`src/rtl/scan_sequencer_16_pkg.sv`:
```
`default_nettype none
// ============================================================================
//  Module     : scan_pkg
//  Description: Shared state encodings and sizes for the 16-channel scan
//               sequencer.
//  Revision   : 1.0 - initial release
// ============================================================================
package scan_pkg;

    localparam int SEL_W  = 4;
    localparam int NUM_CH = 16;

    typedef enum logic [1:0] {
        ST_IDLE = 2'd0,
        ST_RUN  = 2'd1,
        ST_DONE = 2'd2
    } state_t;

endpackage : scan_pkg
`default_nettype wire

```
`src/rtl/scan_sequencer_16_if.sv`:
```
`default_nettype none
// ============================================================================
//  Module     : scan_sequencer_16_if
//  Description: Control/status bundle between a scan controller (master) and
//               the scan sequencer (slave). The onehot vector exists only
//               when SCAN_ONEHOT_EN is defined.
//  Revision   : 1.0 - initial release
// ============================================================================
interface scan_sequencer_16_if #(
    parameter int DWELL_W = 8
);
    import scan_pkg::*;

    logic               start;
    logic               stop;
    logic               continuous;
    logic [DWELL_W-1:0] dwell;
    logic [SEL_W-1:0]   first_ch;
    logic [SEL_W-1:0]   last_ch;
    logic [SEL_W-1:0]   sel;
    logic               sel_valid;
    logic               busy;
    logic               wrap;
    logic               done;
`ifdef SCAN_ONEHOT_EN
    logic [NUM_CH-1:0]  onehot;
`endif

    modport master (
        output start, stop, continuous, dwell, first_ch, last_ch,
`ifdef SCAN_ONEHOT_EN
        input  onehot,
`endif
        input  sel, sel_valid, busy, wrap, done
    );

    modport slave (
        input  start, stop, continuous, dwell, first_ch, last_ch,
`ifdef SCAN_ONEHOT_EN
        output onehot,
`endif
        output sel, sel_valid, busy, wrap, done
    );

endinterface : scan_sequencer_16_if
`default_nettype wire

```
`src/rtl/scan_sequencer_16_dwell_counter.sv`:
```
`default_nettype none
// ============================================================================
//  Module     : dwell_counter
//  Description: Loadable down-counter that saturates at zero and flags it.
//  Revision   : 1.0 - initial release
// ============================================================================
module dwell_counter #(
    parameter int W = 8
) (
    input  wire logic         clk,
    input  wire logic         rst,
    input  wire logic         load,
    input  wire logic [W-1:0] load_val,
    output logic              zero
);

    logic [W-1:0] count;

    // Load takes priority; otherwise count down and rest at zero.
    always_ff @(posedge clk or posedge rst) begin
        if (rst) begin
            count <= '0;
        end else if (load) begin
            count <= load_val;
        end else if (count != '0) begin
            count <= count - 1'b1;
        end
    end

    assign zero = (count == '0);

endmodule : dwell_counter
`default_nettype wire

```
`src/rtl/scan_sequencer_16.sv`:
```
`default_nettype none
// ============================================================================
//  Module     : scan_sequencer_16
//  Description: Programmable channel scanner producing the 4-bit select code
//               for a 4:16 decoder, with per-channel dwell, single/continuous
//               sweeps and wrap/done pulses.
//               Define SCAN_ONEHOT_EN to add an internal one-hot decode.
//  Revision   : 1.0 - initial release
// ============================================================================
module scan_sequencer_16
    import scan_pkg::*;
#(
    parameter int DWELL_W = 8
) (
    input  wire logic          clk,
    input  wire logic          rst,
    scan_sequencer_16_if.slave bus
);

    state_t             state;
    logic [SEL_W-1:0]   cur_sel;
    logic               sel_valid_q;
    logic               busy_q;
    logic               done_q;

    logic               cfg_cont;
    logic [DWELL_W-1:0] cfg_dwell;
    logic [SEL_W-1:0]   cfg_first;
    logic [SEL_W-1:0]   cfg_last;

    logic               cnt_zero;
    logic               cnt_load;
    logic [DWELL_W-1:0] cnt_load_val;
    logic               start_ok;
    logic               hold_end;
    logic               last_hold;

    assign start_ok  = (state == ST_IDLE) && bus.start && !bus.stop;
    // Final clock of the current channel's hold time while running.
    assign hold_end  = (state == ST_RUN) && !bus.stop && cnt_zero;
    // Final hold clock of the last channel in the sweep.
    assign last_hold = hold_end && (cur_sel == cfg_last);

    // Reload at start, and at every channel advance except the end of a
    // single sweep.
    assign cnt_load     = start_ok || (hold_end && !(last_hold && !cfg_cont));
    assign cnt_load_val = (state == ST_IDLE) ? bus.dwell : cfg_dwell;

    dwell_counter #(
        .W (DWELL_W)
    ) u_dwell_counter (
        .clk      (clk),
        .rst      (rst),
        .load     (cnt_load),
        .load_val (cnt_load_val),
        .zero     (cnt_zero)
    );

    // Scan FSM with registered select, valid, busy and done.
    always_ff @(posedge clk or posedge rst) begin
        if (rst) begin
            state       <= ST_IDLE;
            cur_sel     <= '0;
            sel_valid_q <= 1'b0;
            busy_q      <= 1'b0;
            done_q      <= 1'b0;
            cfg_cont    <= 1'b0;
            cfg_dwell   <= '0;
            cfg_first   <= '0;
            cfg_last    <= '0;
        end else begin
            done_q <= 1'b0;
            case (state)
                ST_IDLE: begin
                    if (start_ok) begin
                        cfg_cont    <= bus.continuous;
                        cfg_dwell   <= bus.dwell;
                        cfg_first   <= bus.first_ch;
                        cfg_last    <= bus.last_ch;
                        cur_sel     <= bus.first_ch;
                        sel_valid_q <= 1'b1;
                        busy_q      <= 1'b1;
                        state       <= ST_RUN;
                    end
                end
                ST_RUN: begin
                    if (bus.stop) begin
                        sel_valid_q <= 1'b0;
                        busy_q      <= 1'b0;
                        state       <= ST_IDLE;
                    end else if (cnt_zero) begin
                        if (cur_sel != cfg_last) begin
                            cur_sel <= cur_sel + 4'd1;
                        end else if (cfg_cont) begin
                            cur_sel <= cfg_first;
                        end else begin
                            sel_valid_q <= 1'b0;
                            busy_q      <= 1'b0;
                            done_q      <= 1'b1;
                            state       <= ST_DONE;
                        end
                    end
                end
                ST_DONE: begin
                    state <= ST_IDLE;
                end
                default: begin
                    state <= ST_IDLE;
                end
            endcase
        end
    end

    assign bus.sel       = cur_sel;
    assign bus.sel_valid = sel_valid_q;
    assign bus.busy      = busy_q;
    assign bus.done      = done_q;
    assign bus.wrap      = last_hold;

`ifdef SCAN_ONEHOT_EN
    assign bus.onehot = sel_valid_q ? ({{(NUM_CH-1){1'b0}}, 1'b1} << cur_sel) : '0;
`endif

endmodule : scan_sequencer_16
`default_nettype wire
```
`src/flat_wrapper.sv`:
```
// flat-port wrapper written by rule: the top's interface ports become plain ports
module scan_sequencer_16_flat import scan_pkg::*;
#(
    parameter int DWELL_W = 8
)
  (clk, rst, bus_start, bus_stop, bus_continuous, bus_dwell, bus_first_ch, bus_last_ch, bus_sel, bus_sel_valid, bus_busy, bus_wrap, bus_done);
  scan_sequencer_16_if #(.DWELL_W(DWELL_W)) bus_i ();
  input  wire logic clk;
  input  wire logic rst;
  input wire logic [$bits(bus_i.start)-1:0] bus_start;
  input wire logic [$bits(bus_i.stop)-1:0] bus_stop;
  input wire logic [$bits(bus_i.continuous)-1:0] bus_continuous;
  input wire logic [$bits(bus_i.dwell)-1:0] bus_dwell;
  input wire logic [$bits(bus_i.first_ch)-1:0] bus_first_ch;
  input wire logic [$bits(bus_i.last_ch)-1:0] bus_last_ch;
  output wire logic [$bits(bus_i.sel)-1:0] bus_sel;
  output wire logic [$bits(bus_i.sel_valid)-1:0] bus_sel_valid;
  output wire logic [$bits(bus_i.busy)-1:0] bus_busy;
  output wire logic [$bits(bus_i.wrap)-1:0] bus_wrap;
  output wire logic [$bits(bus_i.done)-1:0] bus_done;
  assign bus_i.start = bus_start;
  assign bus_i.stop = bus_stop;
  assign bus_i.continuous = bus_continuous;
  assign bus_i.dwell = bus_dwell;
  assign bus_i.first_ch = bus_first_ch;
  assign bus_i.last_ch = bus_last_ch;
  assign bus_sel = bus_i.sel;
  assign bus_sel_valid = bus_i.sel_valid;
  assign bus_busy = bus_i.busy;
  assign bus_wrap = bus_i.wrap;
  assign bus_done = bus_i.done;
  scan_sequencer_16 #(.DWELL_W(DWELL_W)) u_core (.clk(clk), .rst(rst), .bus(bus_i));
endmodule
```
`config.mk`:
```
export PLATFORM = sky130hd
export DESIGN_NAME = scan_sequencer_16_flat
export DESIGN_NICKNAME = d
export VERILOG_FILES = /design/src/rtl/scan_sequencer_16_pkg.sv /design/src/rtl/scan_sequencer_16_if.sv /design/src/rtl/scan_sequencer_16_dwell_counter.sv /design/src/rtl/scan_sequencer_16.sv /design/src/flat_wrapper.sv
export SDC_FILE = /design/constraint.sdc
export NUM_CORES = 1
export LEC_CHECK = 0
export BUFFER_PORTS_ARGS = -buffer_cell sky130_fd_sc_hd__buf_4
export CAP_MARGIN = 20
export CORE_UTILIZATION = 30
export DETAILED_ROUTE_END_ITERATION = 6
export HOLD_SLACK_MARGIN = 0.06
export SLEW_MARGIN = 10
export SYNTH_ARGS = -nofsm -noshare
export SYNTH_HDL_FRONTEND = slang
export SYNTH_SLANG_ARGS = --single-unit
export TNS_END_PERCENT = 30
```
`constraint.sdc`:
```
create_clock -name clk -period 1.9 [get_ports clk]
set_clock_uncertainty 0.1 [all_clocks]
set_input_delay 0.475 -clock clk [delete_from_list [all_inputs] [get_ports clk]]
set_output_delay 0.475 -clock clk [all_outputs]
set_load 0.01 [all_outputs]
```
==> flow_summary.ini <==
[yosys]
synthFlopType = dfrtp_1
synth_cell_types = 34
avgSynthCellArea_um2 = 12.0
syn_area_mm2 = 0.00171
syn_inst = 142
async_reset_ff_share_pct = 100
ys_ff_latch = 33
synth_nets = 166
ys_warn_count = 0
yosysSeqAreaShare_pct = 48.4
synth-edff-count = 0

[final_layout]
synthToLayoutAreaGrowth_pct = 33.0
layout_commonest_cell = buf_4
final_cells = 266
finalInstanceArea_mm2 = 0.00227
final_cell_mix = 47 x buf_4, 33 x dfrtp_1, 20 x mux2_2, 13 x mux2i_1, 12 x a21oi_1
drive_above_1_share_pct = 46.4
nets = 217
diodes = 0

[outcome]
outcome = finished with violations
failed_checks = setup timing

[worst_setup_path]
ff2ff_path_depth = 8
worstPathRequired_ns = 1.32
cp-end-kind = output pin
startpoint_type = flip-flop
worstReg2RegStart = u_core.u_dwell_counter.count[0]$_DFFE_PP0P_
setup.worst_path.class = flip-flop to output pin
r2r_end = u_core.bus.sel[1]$_DFFE_PP0P_
r2r_slack_ns = -0.04
critPathMaxFanout = 2
crit_arrival_ns = 1.48

[detailed_routing]
ant_nets = 0
routed_wl_um = 3390
drcViolationCount = 0
drt-initial-drc-count = 56
wire_per_inst_um = 12.8
vias_per_cell = 4.58
vias = 1217
drtPass1Iterations = 4

[global_routing]
met2_usage_pct = 18.5
grtUsageTotal_pct = 12.6
grt_pass1_vias = 1209
use_met3_pct = 4.12
grt_pass1_wl_um = 5700
grt_max_degree = 34
grt-ovfl-total = 0
gr-usage-met1_pct = 16.6
busiest_layer = met2
grt_antenna_before_repair = 0

[floorplan]
die-area_mm2 = 0.00600
io_pins = 29
die_h_um = 77.5
start_util_pct = 31.0
core_mm2 = 0.00551
die_w_um = 77.5
rows = 27

[clocking]
cts_made_buffers = 5
ctsHtreeMaxLevel = 2
clk_pin_slew_ns = 0.07
clock_sinks = 33
insertion_delay_ns = 0.28
clockRootBuffer = clkbuf_8
cts_tree = done
cts_hold_buf = 0
cts_buffer_depth = 2

[timing]
hold_viol_final = 0
rsz0062_at_grt = true
setup_viol = 3
slew_headroom_pct = 70.8
fmax_mhz = 486
period_share_pct = 108
final_max_slew_viol_count = 0
post-route-min-period_ns = 2.06
finalWorstSetupSlack_ns = -0.159
tightestPinTransition_ns = 0.437

[min_path]
hp-class = input pin to async pin

[place]
hpwl_um = 2390
io_buffers = 28
post-place-ws_ns = -0.0879
gp_congestion = 0.735
place_area_mm2 = 0.00210
dp.cells = 252

[job]
drv_cap = 0

[pwr]
power.total_mw = 2.72
power_density_mw_per_mm2 = 1200
p_leak_nw = 1.03
peakVddDrop_v = 0.000390
## cells in the mapped netlist (all sizes together) (2+ instances only)
library cell  number  area [µm²]
nor3               5        25.0
xnor2              7        61.3
or3                2        12.5
buf                5        38.8
xor2               3        26.3
mux2i             13         130
dfrtp             33         826
nor4b              2        32.5
a211oi             3        27.5
nor2               9        33.8
mux2              22         251
ha                 3        37.5
inv                5        18.8
nor4               2        12.5
nand2              3        11.3
a21oi             13        65.1
## worst max path at each step
stage,from,end,slack [ns],cells after the start
after detailed placement,bus_stop,u_core.bus.sel[1]$_DFFE_PP0P_,-0.09,6
after CTS,u_core.u_dwell_counter.count[0]$_DFFE_PP0P_,bus_wrap,-0.16,6
after global placement,bus_stop,u_core.bus.sel[1]$_DFFE_PP0P_,-0.02,6
final,u_core.u_dwell_counter.count[0]$_DFFE_PP0P_,bus_wrap,-0.16,6
after floorplan,u_core.u_dwell_counter.count[0]$_DFFE_PP0P_,bus_wrap,-0.007,5
after global routing,u_core.u_dwell_counter.count[0]$_DFFE_PP0P_,bus_wrap,-0.28,6
## critical path, cell delays in order (launching register included)
cell	delay, ns
dfrtp_1	0.39
inv_2	0.09
ha_4	0.12
nor4b_4	0.21
nand2_1	0.12
nor3_2	0.13
buf_4	0.15
## cell families (layout without fill, tap and decap cells)
| group | count (synthesis) | count (layout) | synth area share [%] |
|---|---|---|---|
| mux | 35 | 35 | 22.3 |
| flops | 33 | 33 | 48.4 |
| simple gates | 28 | 28 | 10.3 |
| compound gates | 22 | 22 | 8.13 |
| buf+inv | 11 | 63 | 3.59 |
| xor+xnor | 10 | 10 | 5.13 |
| fa+ha+maj | 3 | 3 | 2.20 |
## cell type report
type / instances / area [µm²]
clock buffer: 8 / 80.1
fill: 542 / 3240
inverter: 5 / 18.8
multi-input combinational: 98 / 870
sequential: 33 / 826
tap: 72 / 90.1
timing repair buffer: 50 / 387
## metal layers
metal  vias to the layer above  share of wire, %
met1                       580                49
met5                         -                 0
li1                        603                 -
met3                         7               4.5
met2                        27                45
met4                         0               2.0
## state kept, by name (all words and copies together), names as in the netlist
register and count:
u_core.bus.done 1, u_core.cfg_last 4, u_core.state 2, u_core.u_dwell_counter.count 8, u_core.bus.sel 4, u_core.bus.sel_valid 1, u_core.cfg_cont 1, u_core.cfg_first 4
u_core.cfg_dwell 8
## report_power, final
group	internal (mW)	switching, mW
Clock	0.260	0.241
Sequential	0.912	0.176
Combinational	0.643	0.484
Total	1.82	0.901
## stage by stage
stage / util, % / hold slack (ns) / TNS [ns]
floorplan: - / 0.377 / -0.00660
global placement: 38.1 / 0.386 / -0.0286
detailed placement: 38.1 / 0.395 / -0.167
CTS: 40.2 / 0.193 / -0.259
global route: 41.2 / 0.227 / -1.03
finish: 41.2 / 0.180 / -0.230
## repair_timing
action | in CTS | in global routing
pin swaps | 1 | 3
gates resized for setup | 2 | 11
hold endpoints to repair | 0 | 0
setup buffers | 4 | 2
setup endpoints to repair | 1 | 13
(Power assumes the default switching activity.)
